$ cat src/rtl/icache_pkg.sv
// Shared types and field widths for the direct-mapped instruction cache.
package icache_pkg;

  localparam int unsigned ADDR_W            = 32;
  localparam int unsigned OFFSET_W          = 4;
  localparam int unsigned WORD_SEL_W        = 2;
  localparam int unsigned BLOCK_ADDR_W      = ADDR_W - OFFSET_W;
  localparam int unsigned DEFAULT_NUM_LINES = 8;

  typedef enum logic [1:0] {
    StIdle,
    StMemRead,
    StUpdate
  } state_e;

endpackage

$ cat src/rtl/icache_line_array.sv
// Tag/valid/data storage: combinational read port, synchronous write port.
module icache_line_array
  import icache_pkg::*;
#(
  parameter int unsigned NUM_LINES = DEFAULT_NUM_LINES,
  parameter int unsigned LINE_BITS = 128,
  parameter int unsigned INDEX_W   = 3,
  parameter int unsigned TAG_W     = 25
) (
  input  logic                 clock,
  input  logic                 reset,
  input  logic [INDEX_W-1:0]   rd_index_i,
  output logic                 rd_valid_o,
  output logic [TAG_W-1:0]     rd_tag_o,
  output logic [LINE_BITS-1:0] rd_data_o,
  input  logic                 wr_en_i,
  input  logic [INDEX_W-1:0]   wr_index_i,
  input  logic [TAG_W-1:0]     wr_tag_i,
  input  logic [LINE_BITS-1:0] wr_data_i
);

  logic [NUM_LINES-1:0] valid_q;
  logic [TAG_W-1:0]     tag_q  [NUM_LINES];
  logic [LINE_BITS-1:0] data_q [NUM_LINES];

  // Only the valid bits are reset; tag and data contents are don't-care until filled.
  always_ff @(posedge clock or posedge reset) begin
    if (reset) begin
      valid_q <= '0;
    end else if (wr_en_i) begin
      valid_q[wr_index_i] <= 1'b1;
    end
  end

  always_ff @(posedge clock) begin
    if (wr_en_i) begin
      tag_q[wr_index_i]  <= wr_tag_i;
      data_q[wr_index_i] <= wr_data_i;
    end
  end

  assign rd_valid_o = valid_q[rd_index_i];
  assign rd_tag_o   = tag_q[rd_index_i];
  assign rd_data_o  = data_q[rd_index_i];

endmodule

$ cat src/rtl/icache.sv
// Direct-mapped, read-only instruction cache with a three-state block fill FSM.
module icache
  import icache_pkg::*;
#(
  parameter int unsigned NUM_LINES = DEFAULT_NUM_LINES,
  parameter int unsigned LINE_BITS = 128
) (
  input  logic                    clock,
  input  logic                    reset,
  input  logic                    cpu_read,
  input  logic [ADDR_W-1:0]       cpu_address,
  output logic [31:0]             cpu_instruction,
  output logic                    cpu_busywait,
  output logic                    mem_read,
  output logic [BLOCK_ADDR_W-1:0] mem_address,
  input  logic [LINE_BITS-1:0]    mem_readdata,
  input  logic                    mem_busywait
);

  localparam int unsigned IndexW = $clog2(NUM_LINES);
  localparam int unsigned TagW   = ADDR_W - OFFSET_W - IndexW;

  state_e                  state_q;
  logic [BLOCK_ADDR_W-1:0] fill_addr_q;
  logic                    mem_read_q;

  logic [WORD_SEL_W-1:0] word_sel;
  logic [IndexW-1:0]     rd_index;
  logic [TagW-1:0]       req_tag;
  logic                  line_valid;
  logic [TagW-1:0]       line_tag;
  logic [LINE_BITS-1:0]  line_data;
  logic                  hit;
  logic                  unused_addr_bits;

  assign word_sel         = cpu_address[OFFSET_W-1 -: WORD_SEL_W];
  assign rd_index         = cpu_address[OFFSET_W +: IndexW];
  assign req_tag          = cpu_address[ADDR_W-1 -: TagW];
  assign unused_addr_bits = ^cpu_address[OFFSET_W-WORD_SEL_W-1:0];

  icache_line_array #(
    .NUM_LINES (NUM_LINES),
    .LINE_BITS (LINE_BITS),
    .INDEX_W   (IndexW),
    .TAG_W     (TagW)
  ) u_line_array (
    .clock      (clock),
    .reset      (reset),
    .rd_index_i (rd_index),
    .rd_valid_o (line_valid),
    .rd_tag_o   (line_tag),
    .rd_data_o  (line_data),
    .wr_en_i    (state_q == StUpdate),
    .wr_index_i (fill_addr_q[IndexW-1:0]),
    .wr_tag_i   (fill_addr_q[BLOCK_ADDR_W-1 -: TagW]),
    .wr_data_i  (mem_readdata)
  );

  // Hits are only honoured in idle so a line is never read while it is being refilled.
  assign hit = (state_q == StIdle) && line_valid && (line_tag == req_tag);

  always_comb begin
    cpu_instruction = '0;
    if (hit) begin
      cpu_instruction = line_data[{word_sel, 5'b0} +: 32];
    end
  end

  assign cpu_busywait = cpu_read && !hit;
  assign mem_read     = mem_read_q;
  assign mem_address  = fill_addr_q;

  always_ff @(posedge clock or posedge reset) begin
    if (reset) begin
      state_q     <= StIdle;
      fill_addr_q <= '0;
      mem_read_q  <= 1'b0;
    end else begin
      unique case (state_q)
        StIdle: begin
          if (cpu_read && !hit) begin
            state_q     <= StMemRead;
            fill_addr_q <= cpu_address[ADDR_W-1:OFFSET_W];
            mem_read_q  <= 1'b1;
          end
        end
        StMemRead: begin
          if (!mem_busywait) begin
            state_q    <= StUpdate;
            mem_read_q <= 1'b0;
          end
        end
        StUpdate: begin
          state_q <= StIdle;
        end
        default: begin
          state_q    <= StIdle;
          mem_read_q <= 1'b0;
        end
      endcase
    end
  end

endmodule

$ cat config.mk
export PLATFORM = sky130hd
export DESIGN_NAME = icache
export DESIGN_NICKNAME = d
export VERILOG_FILES = /design/src/rtl/icache_pkg.sv /design/src/rtl/icache_line_array.sv /design/src/rtl/icache.sv
export SDC_FILE = /design/constraint.sdc
export NUM_CORES = 1
export LEC_CHECK = 0
export CORE_MARGIN = 2
export CORE_UTILIZATION = 60
export DETAILED_ROUTE_END_ITERATION = 16
export PLACE_DENSITY = 0.79
export SYNTH_ARGS = -nofsm -noshare
export SYNTH_HDL_FRONTEND = slang
export SYNTH_SLANG_ARGS = --single-unit
$ cat constraint.sdc
create_clock -name clock -period 17.55 [get_ports clock]
set_clock_uncertainty 0.15 [all_clocks]
set_input_delay 1.755 -clock clock [delete_from_list [all_inputs] [get_ports clock]]
set_output_delay 1.755 -clock clock [all_outputs]
set_load 0.01 [all_outputs]
==> reports/metrics.csv, run 1 <==
metric;value;unit
run status;completed;
Mapped Nets;2122;
routability congestion estimate;0.750;
max cap viols;0;
r2r setup slk;13.04;ns
Peak VDD IR;86.0;uV
Max Fclk;110;MHz
startpoint of the worst hold path;u_line_array.valid_q[0];
initial antenna violation count;23;
TritonCTS Sinks;1263;
Final Setup Violations;0;
power per cell area;122;mW/mm^2
Total GRT Usage;0.256;
clock-pin transition on the worst setup and hold timing paths;0.06;ns
top post-synthesis cells by area;edfxtp_1 76%, mux4_2 17%, dfrtp_1 2.0%;
Mapped Cells;1958;
largest delay contributor family on the critical path;buffers and inverters;
cell with the most instances after synthesis;edfxtp_1;
Post-CTS Resized;0;
grt met3 use;0.0559;
total core area;0.0793;mm^2
vias in the first global route;23400;
hold endpoint;u_line_array.valid_q[0];
reg-to-reg endpoint;u_line_array.data_q[3][60];
kind of critical path;in -> out;
Mean Syn Cell Area;24.6;um^2
Max stage delay on crit path;0.97;ns
placed insts;3168;
layout cells sized above 1;0.258;
reg2reg start;state_q[0];
Final HPWL DP;54.1;mm
Tmin final;9.12;ns
WHS Path Cells;1;
Die ar.;0.0825;mm^2
Synth top area share;0.763;
leak pwr;17.7;nW
Seq/Total Area, Yosys;0.784;
Worst Tran Pin Value;1.16;ns
yosys warns;0;
row count;103;
post-synth top area cell;edfxtp_1;
CP most frequent cell;buf_4;
worst path cell trace;buf_8 -> buf_4 -> buf_4 -> buf_4 -> mux4_2 -> mux4_2 -> mux2i_1 -> nor2_1 -> clkdlybuf4s50_1;
largest net degree at the start of global routing;136;
WL final;103;mm
global route overflow;0;
Post-synth top cells;1224 x edfxtp_1, 362 x mux4_2, 67 x mux2i_1, 42 x clkbuf_1, 42 x nor2_1;
GR Layer Usage met1;0.350;
synthesis-stage register bit count;1263;
buffers and inverters on the worst path;5;
RSZ-0062 raised after global routing;false;
DRC viols;0;
H-tree levels;3;
later-pin clock latency in the skew report;0.68;ns
# port buffers;223;
Layout Nets;2404;
DR vias;22000;
crit end category;primary output;
Clk Tree Root Cell;clkbuf_16;
Post-Syn Area;0.0482;mm^2
number of enable flip-flop cells after synthesis;1224;
IO Count;226;
post-synth cell types;38;
CTS tree;done;
Arr. time, crit path;7.21;ns
die height;287;um
max-slew violations;0;
Hold Path Class;reg -> reg;
Post-CTS Hold Fix Bufs;0;
setup TNS;0;ns
CTS Buf Count;120;
setup bufs post-CTS;0;
slew margin rel.;0.228;
Tcrit/Tclk final;0.519;
startpoint type of the worst setup path;input port;
CP Data Required Time;15.65;ns
initial core utilization;0.608;
drt first pass iters;5;
met2 Use GR;0.417;
Top Usage Layer GRT;met2;
final std cells w/o fill;3407;
Worst R2R Path Depth;6;
Vias per Instance;6.47;
Post-synth top flop;edfxtp_1;
crit path max-delay cell type;buf_4;
Max clock buf depth;3;
first-pass GRT wire length;153;mm
Die W;287;um
Fin. Hold Viols;0;
FFs w/ async S/R, synth;0.0309;
critical path peak fanout;106;
DR iter-0 viols;2528;
area delta synth->final;15.6;%
antenna viol nets, final;0;
DR WL/cell;30.1;um
## worst register-to-register path: stages, from the launching register on
cell,delay [ns]
dfrtp_1,0.42
inv_1,0.11
nand3_1,0.30
nor2_4,0.66
buf_4,0.79
buf_4,0.87
buf_4,0.77
## final cells by class
cell class	instances	area (um^2)
Sequential cell	1263	37700
Fill cell	4402	23600
Multi-Input combinational cell	596	10000
Clock buffer	148	3210
Timing Repair Buffer	257	2540
Tap cell	1050	1310
Clock inverter	78	830
Antenna cell	13	32.5
Inverter	2	7.51
## kinds of logic after synthesis
| logic type | after synthesis | share of synthesized area |
|---|---|---|
| buf+inv | 99 | 0.00987 |
| simple gates | 99 | 0.0100 |
| xor+xnor | 21 | 0.00382 |
| mux | 460 | 0.190 |
| compound gates | 16 | 0.00229 |
| flops | 1263 | 0.784 |
## registers in the layout, indices dropped and copies added, names as in the netlist
signal / count
u_line_array.data_q: 1024
u_line_array.tag_q: 200
mem_address: 28
u_line_array.valid_q: 8
state_q: 2
mem_read: 1
## stage by stage
stage          instance area, um^2  power, mW  hold WS (ns)   util  setup WS (ns)
2_1_floorplan                48200       3.97         0.284      -           5.32
3_3_place_gp                 51600       4.18         0.296  0.651           8.46
3_5_place_dp                 51600       4.21         0.303  0.651           8.44
4_1_cts                      55600       6.83         0.316  0.702           8.41
5_1_grt                      55700       6.99         0.343  0.702           8.22
6_report                     55700       6.78         0.311  0.702           8.43
## worst max path at each step
stage | from | cells after the start | to | slack, ns
global route | cpu_address[5] | 9 | cpu_instruction[14] | 8.22
CTS | cpu_address[5] | 9 | cpu_instruction[14] | 8.41
detailed placement | cpu_address[5] | 9 | cpu_instruction[2] | 8.44
global placement | cpu_address[5] | 9 | cpu_instruction[2] | 8.46
floorplan | mem_address[0] | 3 | u_line_array.valid_q[0] | 5.32
finish | cpu_address[5] | 9 | cpu_instruction[14] | 8.43
## layer usage
layer,wire length [um],share of wire
met1,39600,0.39
met2,51800,0.50
met3,8370,0.082
met4,2760,0.027
met5,134,0.0013
## power breakdown
group          total (mW)  switching [mW]  internal [mW]
registers            3.63           0.104           3.52
clock network        2.63            1.08           1.55
logic               0.525           0.280          0.245
## cells in the final DEF, fill, tap and decap left out, types with 27 or more instances in the layout
cell             netlist  layout
buf_4                  3      31
clkbuf_16              0     123
clkdlybuf4s50_1        0     218
clkinv_2               0      27
dfrtp_1               39      39
edfxtp_1            1224    1224
mux2_1                28      28
mux2i_1               67      67
mux4_2               362     362
nor2_1                42      36
Power figures use the tool's default switching activity.
==> run 2, diff against run 1 <==
==> constraint.sdc (replaced) <==
create_clock -name clock -period 9 [get_ports clock]
set_clock_uncertainty 0.15 [all_clocks]
set_input_delay 0.9 -clock clock [delete_from_list [all_inputs] [get_ports clock]]
set_output_delay 0.9 -clock clock [all_outputs]
set_load 0.01 [all_outputs]
==> reports/metrics.csv, run 2 (same netlist as run 1, synthesis figures left out) <==
metric;value;unit
run status;completed;
CP Data Required Time;7.95;ns
kind of critical path;in -> out;
Layout fillers;4499;
Finished Cell Area;0.0555;mm^2
Tmin final;6.84;ns
Final Setup Violations;0;
clock-pin transition on the worst setup and hold timing paths;0.06;ns
leak pwr;17.6;nW
DR iter-0 viols;2236;
startpoint type of the worst setup path;input port;
initial antenna violation count;26;
reg-to-reg endpoint;mem_address[12];
vias in the first global route;23100;
power per cell area;234;mW/mm^2
CTS tree;done;
CTS Buf Count;120;
DR WL/cell;29.4;um
Worst Tran Pin Value;1.22;ns
Max Fclk;146;MHz
later-pin clock latency in the skew report;0.68;ns
WL final;100;mm
Arr. time, crit path;5.79;ns
Largest Register;u_line_array.data_q;
antenna viol nets, final;0;
reg2reg start;u_line_array.tag_q[5][3];
crit end category;primary output;
first-pass GRT wire length;149;mm
CP startpoint;cpu_address[4];
dpl ws;2.04;ns
Hold Path Class;reg -> reg;
area delta synth->final;15.3;%
global route overflow;0;
Max clock buf depth;3;
commonest cells after routing, fill and taps aside;1224 x edfxtp_1, 362 x mux4_2, 218 x clkdlybuf4s50_1;
r2r setup slk;4.08;ns
TritonCTS Sinks;1263;
layout cells sized above 1;0.254;
die height;287;um
max cap viols;0;
WHS Path Cells;1;
max-slew violations;0;
total core area;0.0793;mm^2
slew margin rel.;0.186;
max reg flops;1024;
initial core utilization;0.608;
Fin. Hold Viols;0;
largest net degree at the start of global routing;126;
Post-CTS Hold Fix Bufs;0;
Final HPWL DP;52.8;mm
commonest non-fill, non-tap cell in the layout;edfxtp_1;
Worst R2R Path Depth;9;
critical path peak fanout;47;
placed insts;3167;
Max stage delay on crit path;0.91;ns
DR vias;21700;
crit path max-delay cell type;nand4_1;
Total GRT Usage;0.249;
drt first pass iters;5;
Layout Nets;2403;
Post-DP Area;0.0516;mm^2
worst setup path end;cpu_instruction[29];
row count;103;
IO Count;226;
RSZ-0062 raised after global routing;false;
worst path cell trace;buf_8 -> buf_4 -> mux4_2 -> mux2i_1 -> xor2_1 -> nand4_1 -> nor4_1 -> nand4_1 -> buf_4 -> nor2_1 -> clkdlybuf4s50_1;
Peak VDD IR;183;uV
setup ws final;2.16;ns
Die ar.;0.0825;mm^2
Clk Tree Root Cell;clkbuf_16;
H-tree levels;3;
setup TNS;0;ns
routability congestion estimate;0.745;
Post-CTS Resized;0;
# port buffers;223;
setup bufs post-CTS;0;
Vias per Instance;6.38;
WHS;0.320;ns
Die W;287;um
DRC viols;0;
final std cells w/o fill;3403;
Tcrit/Tclk final;0.760;
-- run 2: layer usage --
layer	vias up	routed length, um	GRT usage
met4	24	2290	0.0788
met5	-	142	0
met2	909	50300	0.403
met1	11600	39900	0.346
met3	155	7460	0.0548
li1	8992	-	-
-- run 2: worst min path at each step --
stage	start	endpoint	slack (ns)
2_1_floorplan	u_line_array.valid_q[2]	u_line_array.valid_q[2]	0.28
3_3_place_gp	u_line_array.valid_q[2]	u_line_array.valid_q[2]	0.30
3_5_place_dp	u_line_array.valid_q[5]	u_line_array.valid_q[5]	0.30
4_1_cts	u_line_array.valid_q[5]	u_line_array.valid_q[5]	0.32
5_1_grt	u_line_array.valid_q[5]	u_line_array.valid_q[5]	0.32
6_report	u_line_array.valid_q[1]	u_line_array.valid_q[1]	0.32
-- run 2: per-stage QoR --
| step | util | power, mW |
|---|---|---|
| final | 0.701 | 13.0 |
| after global routing | 0.701 | 13.4 |
| after CTS | 0.700 | 13.1 |
| after detailed placement | 0.651 | 8.22 |
| after global placement | 0.651 | 8.15 |
| after floorplan | - | 7.72 |
-- run 2: area by class of cell --
type / count / area [um^2] / share of cell area
antenna: 12 / 30.0 / 0.000541
clock buffer: 155 / 3230 / 0.0582
clock inverter: 69 / 642 / 0.0116
inverter: 2 / 7.51 / 0.000135
multi-input combinational: 596 / 10000 / 0.180
sequential: 1263 / 37700 / 0.679
tap: 1050 / 1310 / 0.0237
timing repair buffer: 256 / 2560 / 0.0461
-- run 2: worst max-delay path, delay by kind of cell --
kind / cells / cell delay [ns]
xor+xnor: 1 / 0.20
buf+inv: 4 / 2.33
mux: 2 / 0.79
simple gates: 4 / 1.45
-- run 2: power by group --
group	internal, mW	switching, mW	leakage [nW]	total (mW)
clock network	2.84	2.08	1.88	4.92
logic	0.480	0.542	4.21	1.02
registers	6.87	0.198	11.5	7.07
